[src/rtl/ff_bank_arbiter.sv]
// ff_bank_arbiter
//   Four requesters share one 8-bit flip-flop bank. A round-robin arbiter
//   accepts one request at a time. The accepted op (hold/toggle/load/clear)
//   is applied on the following edge. A registered done pulse and gnt_id
//   change on the same edge as q.
//
// Ports
//   clk        single clock, posedge
//   rst        asynchronous active-high reset
//   req_valid  [3:0]  per-requester request pending
//   req_op     [7:0]  requester i opcode in [2i+1:2i]
//                     00 hold, 01 toggle, 10 load, 11 clear
//   req_data   [31:0] requester i mask/data in [8i+7:8i]
//   req_ready  [3:0]  at most one-hot; accepts requester i this cycle
//   q          [7:0]  flip-flop bank state (registered)
//   done              one-cycle pulse when an op has been applied to q
//   gnt_id     [1:0]  requester whose op was applied (valid with done)
//   tog_cnt    [7:0]  saturating count of applied toggle ops
//
// Optional feature
//   FF_BANK_TOGGLE_CNT_EN  when defined, tog_cnt counts applied toggles.
//                          When not defined, tog_cnt is tied to 0.
//
// Handshake
//   A transfer happens on a rising edge where req_valid[i] && req_ready[i].
//   A requester holds valid/op/data stable until it sees ready. Dropping
//   valid before ready withdraws the request, and the withdrawal has no
//   effect. req_ready depends combinationally on req_valid. It can only be
//   high while the FSM is in IDLE and rst is low.

module ff_bank_arbiter (
  input  logic        clk,
  input  logic        rst,
  input  logic [3:0]  req_valid,
  input  logic [7:0]  req_op,
  input  logic [31:0] req_data,
  output logic [3:0]  req_ready,
  output logic [7:0]  q,
  output logic        done,
  output logic [1:0]  gnt_id,
  output logic [7:0]  tog_cnt
);

  localparam logic [1:0] OP_HOLD   = 2'b00;
  localparam logic [1:0] OP_TOGGLE = 2'b01;
  localparam logic [1:0] OP_LOAD   = 2'b10;
  localparam logic [1:0] OP_CLEAR  = 2'b11;

  typedef enum logic {IDLE, EXEC} state_t;

  state_t     state, state_nxt;
  logic [1:0] last_grant;
  logic [1:0] lat_idx;
  logic [1:0] lat_op;
  logic [7:0] lat_data;
  logic [1:0] pick_idx;
  logic       pick_vld;
  logic       accept;
  logic [1:0] cand;

  // Round-robin pick. The loop runs from the farthest candidate down to
  // the nearest one, so the last write wins. The winner is therefore the
  // first valid requester after last_grant, counting forward with wrap.
  always_comb begin
    pick_vld = 1'b0;
    pick_idx = last_grant;
    cand     = last_grant;
    for (int k = 4; k >= 1; k--) begin
      cand = last_grant + 2'(k);
      if (req_valid[cand]) begin
        pick_vld = 1'b1;
        pick_idx = cand;
      end
    end
  end

  // Next state and handshake. rst gates ready so nothing is offered in reset.
  always_comb begin
    state_nxt = state;
    req_ready = 4'b0000;
    accept    = 1'b0;
    case (state)
      IDLE: begin
        if (pick_vld && !rst) begin
          accept              = 1'b1;
          req_ready[pick_idx] = 1'b1;
          state_nxt           = EXEC;
        end
      end
      EXEC: begin
        state_nxt = IDLE;
      end
      default: state_nxt = IDLE;
    endcase
  end

  always_ff @(posedge clk or posedge rst) begin
    if (rst) begin
      state      <= IDLE;
      last_grant <= 2'd3;
      lat_idx    <= 2'd0;
      lat_op     <= OP_HOLD;
      lat_data   <= 8'h00;
      q          <= 8'h00;
      done       <= 1'b0;
      gnt_id     <= 2'd0;
    end else begin
      state <= state_nxt;
      done  <= 1'b0;
      if (accept) begin
        lat_idx    <= pick_idx;
        lat_op     <= req_op[{pick_idx, 1'b0} +: 2];
        lat_data   <= req_data[{pick_idx, 3'b000} +: 8];
        last_grant <= pick_idx;
      end
      if (state == EXEC) begin
        case (lat_op)
          OP_HOLD:   q <= q;
          OP_TOGGLE: q <= q ^ lat_data;
          OP_LOAD:   q <= lat_data;
          OP_CLEAR:  q <= 8'h00;
          default:   q <= q;
        endcase
        done   <= 1'b1;
        gnt_id <= lat_idx;
      end
    end
  end

`ifdef FF_BANK_TOGGLE_CNT_EN
  // Every applied toggle counts, including one with mask 0. The count
  // stops at 8'hFF.
  always_ff @(posedge clk or posedge rst) begin
    if (rst) begin
      tog_cnt <= 8'h00;
    end else if (state == EXEC && lat_op == OP_TOGGLE && tog_cnt != 8'hFF) begin
      tog_cnt <= tog_cnt + 8'd1;
    end
  end
`else
  assign tog_cnt = 8'h00;
`endif

endmodule
[config.mk]
export PLATFORM = sky130hd
export DESIGN_NAME = ff_bank_arbiter
export DESIGN_NICKNAME = d
export VERILOG_FILES = /design/src/rtl/ff_bank_arbiter.sv
export SDC_FILE = /design/constraint.sdc
export NUM_CORES = 1
export LEC_CHECK = 0
export BUFFER_PORTS_ARGS = -buffer_cell sky130_fd_sc_hd__buf_2
export CORE_ASPECT_RATIO = 0.7
export CORE_UTILIZATION = 50
export CTS_BUF_LIST = sky130_fd_sc_hd__clkbuf_8
export CTS_CLUSTER_DIAMETER = 30
export DETAILED_ROUTE_END_ITERATION = 7
export PLACE_DENSITY = 0.89
export SYNTH_ARGS = -nofsm -noshare
export SYNTH_HDL_FRONTEND = slang
export SYNTH_SLANG_ARGS = --single-unit
[constraint.sdc]
create_clock -name clk -period 1.9 [get_ports clk]
set_input_delay 0.285 -clock clk [delete_from_list [all_inputs] [get_ports clk]]
set_output_delay 0.285 -clock clk [all_outputs]
set_load 0.005 [all_outputs]
==> results of run 1 <==
state kept, by name, indices dropped and copies added (netlist names):
| register | flops |
|---|---|
| done | 1 |
| gnt_id | 2 |
| last_grant | 2 |
| lat_data | 8 |
| lat_idx | 2 |
| lat_op | 2 |
| q | 8 |
| state | 1 |
placed cells by master, fill, tap and decap left out, types with 2 or more instances in the layout:
cell	instances
nand2b_1	4
a211oi_2	11
nor3_1	7
nand3b_1	8
a211oi_4	5
a21o_1	2
mux2i_2	2
mux2_2	2
a211oi_1	4
a21oi_1	14
o221ai_1	2
clkbuf_8	3
and3_4	2
mux2i_4	2
buf_6	4
dfrtp_1	24
conb_1	8
nor2_1	19
dfstp_2	2
mux2i_1	6
a31oi_1	14
o21ai_0	2
buf_4	12
buf_2	60
nand2_1	17
inv_1	17
how the worst max path moves through the flow:
stage                              end          start  slack [ns]  cells after the start
after floorplan           req_ready[0]  last_grant[1]        0.23                      6
after global placement     lat_data[6]  last_grant[1]         0.1                      6
after detailed placement   lat_data[7]  last_grant[1]        0.07                      6
after CTS                 req_ready[0]  last_grant[1]       -0.02                      5
after global routing      req_ready[3]  last_grant[1]       -0.12                      6
final                     req_ready[3]  last_grant[1]       -0.05                      6
metal layers:
| metal | vias to the layer above | routed length, um | global-route usage (%) |
|---|---|---|---|
| li1 | 817 | - | - |
| met1 | 788 | 2010 | 34.8 |
| met2 | 87 | 2020 | 41.9 |
| met3 | 6 | 322 | 4.07 |
| met4 | 0 | 41 | 3.27 |
| met5 | - | 0 | 0 |
kinds of logic (layout without fill, tap and decap cells):
logic type | after synthesis | in the layout
DFF | 26 | 26
and+or+nand+nor | 65 | 65
muxes | 12 | 12
buffers and inverters | 40 | 98
AOI/OAI and AO/OA | 57 | 57
other | 1 | 8
repair_timing:
action	CTS	global route
pin swaps	5	7
setup buffers	9	0
setup endpoints to repair	4	13
gates cloned	0	0
hold buffers	0	0
gates resized for setup	9	12
critical path, cell delays in order, from the launching register on:
cell	delay (ns)
dfstp_2	0.59
nand2_1	0.08
a21o_1	0.21
and3_4	0.20
buf_12	0.13
nor2_1	0.07
buf_2	0.11
where the power goes:
group | internal (mW) | switching (mW)
Clock | 0.282 | 0.174
Combinational | 0.667 | 0.671
Sequential | 0.801 | 0.282
Total | 1.75 | 1.13
through the flow:
stage	setup TNS [ns]	setup WS, ns	power (mW)
2_1_floorplan	0	0.229	1.85
3_3_place_gp	0	0.0973	2.16
4_1_cts	-0.0380	-0.0184	2.79
6_report	-0.107	-0.0457	2.88
3_5_place_dp	0	0.0714	2.22
5_1_grt	-0.694	-0.122	3.07
area by class of cell:
cell class	count	area, um2	share of cell area [%]
clock buffers	3	41.3	1.78
clock inverters	1	30.0	1.29
inverters	17	63.8	2.74
multi-input cells	142	1020	44.0
flip-flops and latches	26	653	28.1
well taps	47	58.8	2.53
repair buffers	77	455	19.6
==> flow_summary_export.csv, run 1 <==
group,metric,value,unit
synthesis,synthCells,201,
synthesis,synth_most_common_cell,"dfrtp_1",
synthesis,async_reset_ff_share,100,%
floorplanning,die_x,72.8,um
place,hpwlAfterDp,3150,um
sta,maxSlewViolCount,0,
critical_path,setup.worst_path.start_class,"register",
floorplanning,coreArea,3250,um2
synthesis,avgSynthCellArea,8.73,um2
synthesis,synthAdderAreaFrac,0,%
floorplanning,die_h,51.6,um
place,placed_area,2080,um2
sta,setup_viol,4,
clocking,cts_buffer_depth,2,
power,ir_worst_vdd,0.000488,V
detailed_routing,drtPass1Iterations,4,
detailed_routing,drtIter0Drc,167,
floorplanning,io_pins,69,
detailed_routing,num_vias,1698,
outcome,violations,"setup timing",
synthesis,ys_seq_area_share,37.2,%
critical_path,crit_arrival,1.66,ns
global_routing,track_usage,24.9,%
detailed_routing,route.detailed.drc,0,
floorplanning,initial_core_util,53.9,%
critical_path,timing_worst_setup_path_type,"register to output port",
clocking,cts_root_buffer,"clkbuf_8",
synthesis,synth_edf_count,0,
sta,finalWorstSetupSlack,-0.0457,ns
finish,syn_to_final_growth,32.4,%
synthesis,synth-seq-cells,26,
outcome,status,"finished with violations",
sta,slew_headroom,64.1,%
global_routing,grt_pass1_vias,1476,
place,dp.cells,301,
synthesis,synthesis.area,1760,um2
sta,worst_clock_skew,0.00208,ns
synthesis,synthFlopType,"dfrtp_1",
critical_path,timing.rr.start,"last_grant[1]",
finish,drive_above_1_share,41.4,%
global_routing,grt_first_pass_wirelength,7020,um
synthesis,synth_warnings,0,
critical_path,timing.rr.end,"lat_data[2]",
finish,design_area,2320,um2
finish,fin_util,71.4,%
detailed_routing,wl_per_cell,14.0,um
critical_path,critical_path_required,1.62,ns
finish,stdcell_count,313,
critical_path,reg2reg_slack,0.04,ns
finish,num_antenna_cells,0,
critical_path,worst_setup_path_end_kind,"output port",
run,maxCapViolations,0,
synthesis,synth.distinct_cells,31,
sta,finalCritPeriodShare,102,%
sta,holdWs,0.0798,ns
synthesis,synthTopCellsByArea,"dfrtp_1 34%, a211oi_2 11%, mux2i_1 5.7%",
clocking,cts_tree,"built",
clocking,cts_buffers,3,
power,p_leak,1.10,nW
clocking,path_clk_slew,0.09,ns
clocking,htree_levels,1,
synthesis,synthMuxAreaShare,6.99,%
detailed_routing,vias_per_cell,5.42,
global_routing,grt_max_degree,27,
sta,rsz0062_at_grt,"yes",
clocking,cts.sinks,26,
finish,nets,313,
detailed_routing,antenna_left,0,
synthesis,synth_top_family_by_area,"compound AO/OA/AOI/OAI gates",
synthesis,synth-xor-area-share,0,%
synthesis,yosys.area_share.simple,18.1,%
critical_path,worstPathMaxFanout,7,
detailed_routing,wl,4390,um
clocking,clkLatencyLatePin,0.27,ns
synthesis,synth_top_area_cell,"dfrtp_1",
sta,clock.fmax,0.514,GHz
sta,fin_crit,1.95,ns
global_routing,grt_antenna_before_repair,0,
worst_hold_path,hold_path_class,"input port to asynchronous set/reset pin",
synthesis,synth_commonest_cells,"24 x dfrtp_1, 19 x nor2_1, 17 x inv_1, 17 x nand2_1, 16 x a211oi_2",
finish,nFillCells,254,
power,powerDensity,1240,nW/um2
place,numPortBuffers,60,
floorplanning,num_rows,17,
place,gp_congestion,0.870,
global_routing,grt-ovfl-total,0,
sta,tightest_slew,0.533,ns
critical_path,reg2reg_depth,7,
synthesis,synth-compound-area-share,25.6,%
synthesis,synth_top_cell_area_share,34.2,%
floorplanning,die-area,3760,um2
sta,finalHoldViolCount,0,
(Power assumes the default switching activity.)
==> inputs of run 2 (changes only) <==
- RECOVER_POWER: unset -> 100
==> run 2 against run 1 <==
Compared with the run above:
- register-to-register slack about the same
- combinational power about the same
- critical path depth unchanged
- clock power barely moved
- the run still ends with setup timing left
- via count unchanged
- final cell count is the same
- routed wire length is the same
- sequential share of layout area is 0.061 points higher
- largest power group unchanged
- critical path type unchanged
- fmax shrank 0.23%
- global-route usage did not move
- count of clock-buffer cells in the layout unchanged
- setup slack lost 0.0044 ns
==> flow_summary_export.csv, run 2 (same netlist as run 1, synthesis figures left out) <==
group,metric,value,unit
outcome,status,"finished with violations",
outcome,violations,"setup timing",
detailed_routing,route.detailed.drc,0,
critical_path,worst_setup_path_end_kind,"output port",
power,intPower,1.75,mW
detailed_routing,vias_per_cell,5.42,
global_routing,grt_use_met1,34.8,%
finish,drive_above_1_share,40.6,%
sta,slew_headroom,11.0,%
critical_path,critical_path_buf_inv_count,2,
sta,tightest_slew,1.33,ns
sta,fin_crit,1.95,ns
worst_hold_path,hold_path_class,"input port to register",
sta,finalHoldViolCount,0,
sta,setup_viol,4,
floorplanning,coreArea,3250,um2
critical_path,path_cells,"nand2_1, a21o_1, and3_4, buf_12, nor2_1, buf_2",
clocking,cts_root_buffer,"clkbuf_8",
run,maxCapViolations,0,
detailed_routing,drtIter0Drc,167,
finish,stdcell_count,313,
floorplanning,die_h,51.6,um
floorplanning,initial_core_util,53.9,%
detailed_routing,wl,4390,um
global_routing,track_usage,24.9,%
clocking,cts_buffers,3,
power,clkPwrFrac,15.8,%
power,p_comb_share,46.5,%
finish,nets,313,
critical_path,slowest_delay,0.59,ns
sta,maxSlewViolCount,0,
critical_path,reg2reg_slack,0.04,ns
floorplanning,io_pins,69,
clocking,cts.sinks,26,
critical_path,crit_family,"flip-flops",
clocking,clkLatencyLatePin,0.27,ns
worst_hold_path,hold_start,"req_op[2]",
worst_hold_path,min_to,"lat_op[0]",
clocking,htree_levels,1,
global_routing,grt-ovfl-total,0,
detailed_routing,wl_per_cell,14.0,um
critical_path,setup.worst_path.start_class,"register",
critical_path,critical_path_required,1.62,ns
critical_path,reg2reg_depth,7,
power,p_leak,1.09,nW
global_routing,use_met3,4.07,%
finish,nFillCells,257,
critical_path,timing.rr.end,"lat_data[2]",
sta,tns,-0.121,ns
sta,finalWorstSetupSlack,-0.0501,ns
floorplanning,die-area,3760,um2
clocking,cts_buffer_depth,2,
finish,largestRegisters,"lat_data: 8 flops, q: 8 flops",
power,switching_share,39.2,%
finish,syn_to_final_growth,32.1,%
detailed_routing,drtPass1Iterations,5,
sta,rsz0062_at_grt,"yes",
power,ir_worst_vdd,0.000489,V
global_routing,grt_pass1_vias,1476,
sta,clock.fmax,0.513,GHz
critical_path,crit_arrival,1.67,ns
power,p_sw,1.13,mW
global_routing,grt_first_pass_wirelength,7020,um
place,dp.cells,301,
power,p_seq_share,37.7,%
sta,worst_clock_skew,0.000999,ns
clocking,path_clk_slew,0.09,ns
global_routing,grt_antenna_before_repair,0,
place,gp_congestion,0.870,
power,powerDensity,1240,nW/um2
global_routing,grt_use_met2,41.9,%
finish,layout_commonest_cell,"buf_2",
finish,num_antenna_cells,0,
global_routing,top_usage_layer,"met2",
floorplanning,die_x,72.8,um
worst_hold_path,min_path_cells,3,
clocking,cts_tree,"built",
sta,finalCritPeriodShare,103,%
global_routing,grt_max_degree,27,
critical_path,timing_worst_setup_path_type,"register to output port",
floorplanning,num_rows,17,
detailed_routing,num_vias,1698,
detailed_routing,antenna_left,0,
critical_path,worstPathMaxFanout,7,
finish,layout_common_cells,"59 x buf_2, 24 x dfrtp_1, 19 x nor2_1",
place,hpwlAfterDp,3150,um
critical_path,slowest_stage,"dfstp_2",
place,numPortBuffers,60,
critical_path,timing.rr.start,"last_grant[1]",
-- run 2: changes by cell type in the layout (fill, tap and decap cells not counted), sizes merged --
| cell | previous run | this run |
|---|---|---|
| buf | 77 | 75 |
| clkbuf | 3 | 5 |
-- run 2: layer usage --
layer	wire length, um	share of wire, %
met4	46	1.0
met1	1990	45
met2	2010	46
met5	0	0
met3	336	7.7
-- run 2: worst max-delay path by stage --
stage	slack (ns)	from	endpoint	cells after the start
after floorplan	0.23	last_grant[1]	req_ready[0]	6
after global placement	0.1	last_grant[1]	lat_data[6]	6
after detailed placement	0.07	last_grant[1]	lat_data[7]	6
after CTS	-0.02	last_grant[1]	req_ready[0]	5
after global routing	-0.12	last_grant[1]	req_ready[3]	6
final	-0.05	last_grant[1]	req_ready[3]	6
-- run 2: worst register-to-register path, stage by stage (launching register included) --
cell and delay, ns:
dfstp_2 0.59, nand2_1 0.09, a21o_1 0.21, and3_4 0.20, buf_12 0.13, buf_4 0.17, mux2i_4 0.19, a211oi_2 0.21
-- run 2: power by group through the flow --
stage          Sequential [mW]  Combinational [mW]  Clock, mW
2_1_floorplan            0.970               0.881          0
3_3_place_gp              1.07                1.09          0
3_5_place_dp              1.09                1.13          0
4_1_cts                   1.08                1.25      0.464
5_1_grt                   1.12                1.46      0.486
6_report                  1.08                1.34      0.455
-- run 2: cell type report --
| cell class | instances | area (um2) | area share, % |
|---|---|---|---|
| inverters | 17 | 63.8 | 2.75 |
| multi-input cells | 142 | 1020 | 44.1 |
| repair buffers | 77 | 450 | 19.4 |
| clock buffers | 3 | 41.3 | 1.78 |
| clock inverters | 1 | 30.0 | 1.29 |
| flip-flops and latches | 26 | 653 | 28.2 |
| well taps | 47 | 58.8 | 2.54 |
-- run 2: stage by stage --
| step | area [um2] | power, mW | hold WS, ns | worst slack (ns) | util, % |
|---|---|---|---|---|---|
| after floorplan | 1780 | 1.85 | 0.324 | 0.229 | - |
| after global placement | 2080 | 2.16 | 0.369 | 0.0973 | 63.9 |
| after detailed placement | 2080 | 2.22 | 0.376 | 0.0714 | 63.9 |
| after CTS | 2260 | 2.79 | 0.0896 | -0.0184 | 69.3 |
| after global routing | 2320 | 3.07 | 0.372 | -0.122 | 71.3 |
| final | 2320 | 2.88 | 0.345 | -0.0501 | 71.3 |
-- run 2: timing repair --
| action | CTS | global route |
|---|---|---|
| setup endpoints to repair | 4 | 13 |
| resized for setup | 9 | 12 |
| buffers inserted | 9 | 0 |
| hold buffers | 0 | 0 |
| cloned | 0 | 0 |
| pin swaps | 5 | 7 |
